<file path="config.mk">
export PLATFORM = sky130hd
export DESIGN_NAME = ir_tx
export DESIGN_NICKNAME = d
export VERILOG_FILES = /design/src/rtl/ir_pkg.sv /design/src/rtl/ir_carrier.sv /design/src/rtl/ir_tx.sv
export SDC_FILE = /design/constraint.sdc
export NUM_CORES = 1
export LEC_CHECK = 0
export ABC_AREA = 1
export CAP_MARGIN = 20
export CORE_MARGIN = 5
export CORE_UTILIZATION = 32
export CTS_CLUSTER_SIZE = 24
export DETAILED_ROUTE_END_ITERATION = 8
export GPL_ROUTABILITY_DRIVEN = 0
export PLACE_DENSITY = 0.47
export SLEW_MARGIN = 20
export SYNTH_ARGS = -nofsm -noshare
export SYNTH_HDL_FRONTEND = slang
export SYNTH_HIERARCHICAL = 1
export SYNTH_SLANG_ARGS = --single-unit
</file>
<file path="constraint.sdc">
create_clock -name clk -period 3.1 [get_ports clk]
set_input_delay 0.31 -clock clk [delete_from_list [all_inputs] [get_ports clk]]
set_output_delay 0.31 -clock clk [all_outputs]
set_load 0.05 [all_outputs]
</file>
<file path="src/rtl/ir_pkg.sv">
// Shared definitions for the IR command transmitter: frame states, segment
// lengths in timing units, and the 100 MHz default timing parameters.
package ir_pkg;

    localparam int T_UNIT_DEFAULT     = 56000;
    localparam int CAR_PERIOD_DEFAULT = 2632;
    localparam int CAR_HIGH_DEFAULT   = 877;

    localparam int UNITS_LEAD_MARK  = 16;
    localparam int UNITS_LEAD_SPACE = 8;
    localparam int UNITS_BIT_MARK   = 1;
    localparam int UNITS_ZERO_SPACE = 1;
    localparam int UNITS_ONE_SPACE  = 3;
    localparam int UNITS_STOP_MARK  = 1;
    localparam int UNITS_GAP        = 18;

    typedef enum logic [2:0] {
        IDLE,
        LEAD_MARK,
        LEAD_SPACE,
        BIT_MARK,
        BIT_SPACE,
        STOP_MARK,
        GAP
    } ir_state_e;

endpackage

</file>
<file path="src/rtl/ir_carrier.sv">
// Carrier generator: while en is high, car is high for the first CAR_HIGH
// cycles of every CAR_PERIOD; the phase restarts whenever en drops.
module ir_carrier
    import ir_pkg::*;
#(
    parameter int CAR_PERIOD = CAR_PERIOD_DEFAULT,
    parameter int CAR_HIGH   = CAR_HIGH_DEFAULT
) (
    input  logic clk,
    input  logic rst,
    input  logic en,
    output logic car
);

    localparam int PH_W = (CAR_PERIOD > 1) ? $clog2(CAR_PERIOD) : 1;

    logic [PH_W-1:0] phase_q, phase_d;
    logic            car_q, car_d;

    // en describes the coming cycle, so phase_q is the phase that cycle will show
    always_comb begin
        phase_d = '0;
        car_d   = 1'b0;
        if (en) begin
            car_d   = (int'(phase_q) < CAR_HIGH);
            phase_d = (int'(phase_q) == CAR_PERIOD - 1) ? '0 : phase_q + 1'b1;
        end
    end

    always_ff @(posedge clk) begin
        if (rst) begin
            phase_q <= '0;
            car_q   <= 1'b0;
        end else begin
            phase_q <= phase_d;
            car_q   <= car_d;
        end
    end

    assign car = car_q;

endmodule

</file>
<file path="src/rtl/ir_tx.sv">
// NEC-style IR frame transmitter: leader, 16 data bits (cmd then ~cmd, LSB
// first), stop mark and guard gap, with a carrier-modulated LED output.
module ir_tx
    import ir_pkg::*;
#(
    parameter int T_UNIT     = T_UNIT_DEFAULT,
    parameter int CAR_PERIOD = CAR_PERIOD_DEFAULT,
    parameter int CAR_HIGH   = CAR_HIGH_DEFAULT
) (
    input  logic       clk,
    input  logic       rst,
    input  logic       send,
    input  logic [7:0] cmd,
    output logic       ir_line,
    output logic       ir_led,
    output logic       busy,
    output logic       done
);

    localparam int CNT_W = $clog2(UNITS_GAP * T_UNIT);

    ir_state_e        state_q, state_d;
    logic [CNT_W-1:0] cnt_q, cnt_d, last;
    logic [3:0]       bit_q, bit_d;
    logic [7:0]       cmd_q, cmd_d;
    logic             line_q, line_d;
    logic             busy_q, busy_d;
    logic             done_q, done_d;
    logic             cur_bit;
    logic             mark_d;

    function automatic logic [CNT_W-1:0] units_last(input int units);
        return CNT_W'(units * T_UNIT - 1);
    endfunction

    always_comb begin
        state_d = state_q;
        cnt_d   = cnt_q;
        bit_d   = bit_q;
        cmd_d   = cmd_q;
        cur_bit = bit_q[3] ? ~cmd_q[bit_q[2:0]] : cmd_q[bit_q[2:0]];

        unique case (state_q)
            LEAD_MARK:  last = units_last(UNITS_LEAD_MARK);
            LEAD_SPACE: last = units_last(UNITS_LEAD_SPACE);
            BIT_MARK:   last = units_last(UNITS_BIT_MARK);
            BIT_SPACE:  last = units_last(cur_bit ? UNITS_ONE_SPACE : UNITS_ZERO_SPACE);
            STOP_MARK:  last = units_last(UNITS_STOP_MARK);
            GAP:        last = units_last(UNITS_GAP);
            default:    last = '0;
        endcase

        if (state_q == IDLE) begin
            if (send) begin
                state_d = LEAD_MARK;
                cmd_d   = cmd;
                cnt_d   = '0;
                bit_d   = '0;
            end
        end else if (cnt_q == last) begin
            cnt_d = '0;
            unique case (state_q)
                LEAD_MARK:  state_d = LEAD_SPACE;
                LEAD_SPACE: state_d = BIT_MARK;
                BIT_MARK:   state_d = BIT_SPACE;
                BIT_SPACE: begin
                    if (bit_q == 4'd15) begin
                        state_d = STOP_MARK;
                    end else begin
                        state_d = BIT_MARK;
                        bit_d   = bit_q + 4'd1;
                    end
                end
                STOP_MARK:  state_d = GAP;
                GAP:        state_d = IDLE;
                default:    state_d = IDLE;
            endcase
        end else begin
            cnt_d = cnt_q + 1'b1;
        end

        // Outputs are derived from the next state so they register in step with it
        mark_d = state_d inside {LEAD_MARK, BIT_MARK, STOP_MARK};
        line_d = ~mark_d;
        busy_d = (state_d != IDLE);
        done_d = (state_d == GAP) && (cnt_d == units_last(UNITS_GAP));
    end

    always_ff @(posedge clk) begin
        if (rst) begin
            state_q <= IDLE;
            cnt_q   <= '0;
            bit_q   <= '0;
            cmd_q   <= '0;
            line_q  <= 1'b1;
            busy_q  <= 1'b0;
            done_q  <= 1'b0;
        end else begin
            state_q <= state_d;
            cnt_q   <= cnt_d;
            bit_q   <= bit_d;
            cmd_q   <= cmd_d;
            line_q  <= line_d;
            busy_q  <= busy_d;
            done_q  <= done_d;
        end
    end

    ir_carrier #(
        .CAR_PERIOD(CAR_PERIOD),
        .CAR_HIGH  (CAR_HIGH)
    ) u_carrier (
        .clk(clk),
        .rst(rst),
        .en (mark_d),
        .car(ir_led)
    );

    assign ir_line = line_q;
    assign busy    = busy_q;
    assign done    = done_q;

endmodule
</file>
# == Word-level counts from Yosys, hierarchy flattened ==
# Index checks and enable logic that the tools add are counted.
# Widths: inputs -> output; s select.
# op_classes
n_addsub,4
mul,1
n_lt_le_gt_ge,2
eq_ne,16
muxes,18
bitwise,2
reduce_logical,11
# op_table
op,n
$pmux 20 s5,1
$mux 20,3
$add 20x1->20 const B,1
$eq 20x20->1,1
$eq 20x20->1 const B,1
$mux 4,5
$sub 18x1->19 const B,1
$eq 3x3->1 const B,5
$pmux 3 s5,1
$add 12x1->12 const B,1
$eq 12x12->1 const B,1
$lt 12x10->1 const B,1
$mul 2x10->12 const B,1
$mux 3,4
$eq 3x2->1 const B,3
$eq 3x1->1 const B,2
$reduce_bool 3->1,2
$add 4x1->4 const B,1
$eq 4x4->1 const B,1
$lt 3x4->1 const B,1
$ne 2x2->1 const B,2
$reduce_and 4->1,1
$reduce_bool 2->1,2
$reduce_or 2->1,2
8 further kinds,10
# totals
reg_bits,51
inputBits,11
out_inout_bits,4

# == Longest topological paths before layout ==
# logic_depth
ltp_word,15
ltp_mapped,25
depth_no_buf,23

# == Hierarchy ==
# Netlist, hierarchy kept.
# modules_own_cells
module,instances,cells_per_inst,area_per_inst_um2,seq_area_each_um2
ir_tx,1,380,2454.9,760.7
ir_carrier,1,102,718.2,260.2

# == Worst setup path before layout ==
# Ideal clock, no wire load.
# synth_timing
path_type,register to register
from,register bit_q[0]
to,register u_carrier.phase_q[5]
setup_ps,114
arrival_ps,2195
setup_slack_ps,791
path_stages_with_launch,24
cell_sequence,dfxtp_1 inv_2 nand2_1 nand3_1 nand3_2 nand3_2 nand3_2 nand2_1 o21bai_1 nand2_1 nor2_4 nand2_4 buf_6 nand2_1 nand2_1 nor2_1 inv_1 nand2_1 inv_2 inv_1 nor2_1 nand2_2 buf_6 nor2_1
# synth_between
elab_chain_len,15
# synth_lines
item,line_no,source
start: declaration,ir_tx.sv:24,"logic [3:0] bit_q, bit_d;"
start signal: assignment,ir_tx.sv:101,bit_q <= bit_d;
$bmux 1 s3,ir_tx.sv:41,cur_bit = bit_q[3] ? ~cmd_q[bit_q[2:0]] : cmd_q[bit_q[2:0]];
$mux 1 (not written as such),ir_tx.sv:41,
$not 1->1,ir_tx.sv:41,
$mux 1,ir_tx.sv:41,
$mux 2,ir_tx.sv:47,BIT_SPACE: last = units_last(cur_bit ? UNITS_ONE_SPACE : UNITS_ZERO_SPACE);
$mul 2x10->12,ir_tx.sv:33,return CNT_W'(units * T_UNIT - 1);
$sub 18x1->19,ir_tx.sv:33,
$pmux 20 s5,ir_tx.sv:43,unique case (state_q)
$eq 20x20->1,ir_tx.sv:60,end else if (cnt_q == last) begin
$mux 3 *,ir_tx.sv:60,
$mux 3 *,ir_tx.sv:53,if (state_q == IDLE) begin
"$eq 3x1->1, or another cell as far along",ir_tx.sv:83,"mark_d = state_d inside {LEAD_MARK, BIT_MARK, STOP_MARK};"
$reduce_bool 3->1 *,ir_tx.sv:83,
named net mark_d,ir_tx.sv:30,logic mark_d;
$not 1->1 (no source line) *,-,
$reduce_or 3->1 (no source line) *,-,
end signal: assignment,ir_carrier.sv:35,phase_q <= phase_d;
end: declaration,ir_carrier.sv:17,"logic [PH_W-1:0] phase_q, phase_d;"
# The timed path passes the listed nets; every way through them passes the cells marked *. The select of a mux whose other input is x is not followed.
# A chain may end at the register's enable or synchronous reset.

# == Final worst setup path ==
# layout_timing
from,register bit_q[0]
to,register u_carrier.phase_q[3]
# The elaborated chain is that of the path after synthesis.

==> flow_summary.yaml <==
min_path:
  hold_start: "cmd_q[6]"
  hold_path_class: "reg2reg"
  holdPathEnd: "cmd_q[6]"
  hold_path_depth: 2
logic_synthesis:
  synth.distinct_cells: 36
  synth_fp_nets: 497
  synth-seq-cells: 51
  syn_area_um2: 3170
  synth_cells: 482
  yosys_warnings: 6
  seq_area_frac_synth: 0.322
  yosys.area.top_type: "dfxtp_1"
  synth.top_cell.area_share: 0.322
  avgSynthCellArea_um2: 6.58
  synth_area_leaders: "dfxtp_1 (32%), nand2_1 (13%), inv_1 (8.0%), nor2_1 (6.5%), xor2_1 (5.8%)"
global_route:
  grt_util_all_layers: 0.139
  grt_pass1_vias: 2779
  grt_overflow_total: 0
  grt_first_pass_wirelength_um: 13300
  antenna_found_initial: 0
  grt_max_degree: 28
cells_and_area:
  instances_no_fill: 631
  finalInstanceArea_um2: 3560
  final_layout_size_suffix_gt1_frac: 0.118
  final_net_count: 512
  layout.cells.most_common_list: "nand2_1 (114), inv_1 (68), nor2_1 (54), dfxtp_1 (50), nand3_1 (33)"
  diodes: 0
  multi_input_area_um2: 1820
  seq_area_um2: 1020
  fin_util: 0.366
  syn2layout_area_growth_pct: 12.3
  final_common_cell: "nand2_1"
  fillCellCount: 1109
timing:
  min_period_ns: 2.64
  clock-skew-final_ns: 0.0144
  setup_viol: 0
  tns_ns: 0
  hold_ws_ns: 0.462
  worst_pin_slew_ns: 0.493
  hold_viol: 0
  slew_viol_final: 0
  final.period_utilization: 0.852
  maxSlewHeadroom: 0.670
  fmax_mhz: 379
  fin_ws_ns: 0.460
  rsz0062_at_grt: "false"
floorplan:
  start_util: 0.326
  core_area_um2: 9730
  die_area_um2: 12000
  die_h_um: 110
  row_count: 36
  die_w_um: 110
  io_pins: 15
critical_path:
  max_stage_delay_ns: 0.43
  crit_required_ns: 3.35
  r2r-end: "u_carrier/phase_q[3]"
  crit_path_cell_trace: "inv_2, nand2_1, nand3_1, nand3_2, nand3_2, nand2_1, nand2_1, nand3_1, nand2_1, nand2_1, nor2_4, nand2_4, clkinv_1, nand3_1, o21ai_0, nand2_1, nand2_1, inv_2, inv_1, nor2_2, nand2_4, a21oi_1"
  r2r_start: "bit_q[0]"
  cp.arrival_ns: 2.89
  worst-path-max-fanout: 14
  rrSetupSlack_ns: 0.46
  r2r_cells: 22
  endpoint_kind: "register"
  critPathLaunchType: "register"
  crit_top_cell: "nand2_1"
  critPathKind: "reg2reg"
  slowest_stage: "dfxtp_2"
routing:
  num_vias: 2870
  drtIter0Drc: 140
  drt_first_pass_iters: 4
  viasPerCell: 4.55
  drt.antenna.violating_nets: 0
  drc: 0
  routedWlPerCell_um: 12.1
  routed_wl_um: 7660
clocking:
  cts_tree: "yes"
  cts_root_buf: "clkbuf_8"
  post-cts-setup-buffers: 0
  htree_levels: 2
  clk_latency_ns: 0.31
  path_clk_slew_ns: 0.10
  cts_buffer_depth: 2
  cts_buffers: 5
  clock_sinks: 51
placement:
  post-place-ws_ns: 0.239
  dp_hpwl_um: 5880
  port-buffer-count: 14
  dp_cells: 623
  place_area_um2: 3460
power:
  leakage_nw: 1.44
  ir_worst_vdd_v: 0.000193
  p_per_area_nw_per_um2: 489
  total_power_mw: 1.74
job:
  cap_violations: 0
outcome:
  status: "complete, no violations"
==> how the worst max path moves through the flow <==
stage / from / depth (start not counted) / endpoint / slack (ns)
2_1_floorplan: bit_q[0] / 23 / u_carrier/phase_q[5] / 0.79
3_3_place_gp: bit_q[0] / 22 / u_carrier/phase_q[3] / 0.29
3_5_place_dp: bit_q[0] / 22 / u_carrier/phase_q[3] / 0.24
4_1_cts: bit_q[0] / 22 / u_carrier/phase_q[3] / 0.21
5_1_grt: bit_q[0] / 22 / u_carrier/phase_q[3] / 0.07
6_report: bit_q[0] / 22 / u_carrier/phase_q[3] / 0.46
==> cell usage after synthesis <==
library cell / number
clkinv_1: 2
o31ai_1: 1
nand2_1: 114
nor2_2: 6
o21ai_0: 25
nand3_1: 33
dfxtp_1: 51
o2111ai_1: 2
nor3_2: 3
nand3b_1: 3
clkbuf_1: 8
nor4_1: 1
a31oi_1: 1
nor3b_1: 2
a21oi_1: 24
o21bai_1: 2
inv_2: 6
xnor2_1: 1
nand3_2: 11
nand4_1: 7
nor2_1: 55
a211oi_1: 1
ha_1: 4
xor2_1: 21
buf_6: 2
nor3_1: 4
nor2_4: 5
o21ai_1: 2
nand2_4: 2
nand2_2: 9
a21oi_2: 2
clkinv_2: 1
o22ai_1: 1
o211ai_1: 1
or3_1: 1
inv_1: 68
==> registers in the layout, summed over array words and instances, names as in the netlist <==
name / flops
u_carrier/phase_q: 12
busy: 1
done: 1
ir_line: 1
state_q: 3
cnt_q: 20
bit_q: 4
u_carrier/car: 1
cmd_q: 8
==> per-layer routing <==
| metal | track usage | wire length, µm | share of wire |
|---|---|---|---|
| met1 | 0.189 | 3980 | 0.52 |
| met2 | 0.228 | 3480 | 0.45 |
| met3 | 0.0229 | 127 | 0.017 |
| met4 | 0.0374 | 72 | 0.0094 |
| met5 | 0 | 0 | 0 |
==> power by group <==
part           switching (mW)  total (mW)  leakage [nW]  internal (mW)
logic                   0.388       0.572         0.978          0.184
registers              0.0432       0.751         0.416          0.708
clock network           0.236       0.419        0.0516          0.183
==> layout make-up <==
| class | instances | area share |
|---|---|---|
| multi-input cells | 344 | 0.510 |
| flip-flops and latches | 51 | 0.287 |
| well taps | 133 | 0.0467 |
| clock buffers | 6 | 0.0232 |
| repair buffers | 18 | 0.0478 |
| inverters | 77 | 0.0815 |
| clock inverters | 2 | 0.00386 |
==> logic make-up after synthesis <==
group	synth area share
simple gates	0.386
buf+inv	0.108
compound gates	0.107
flops	0.322
xor+xnor	0.0607
fa+ha+maj	0.0158
==> worst max-delay path, delay by kind of cell, from the launching register on <==
kind / cells / cell delay [ns]
AND/OR/NAND/NOR: 16 / 1.60
AO/OA/AOI/OAI: 2 / 0.24
buffers and inverters: 4 / 0.32
flip-flops: 1 / 0.43
==> what timing repair did <==
item | in CTS | in global routing
hold endpoints to repair | 0 | 0
gates resized for setup | 0 | 3
setup endpoints to repair | 0 | 11
hold buffers | 0 | 0
Note: power is estimated with default switching activity, not from simulation.
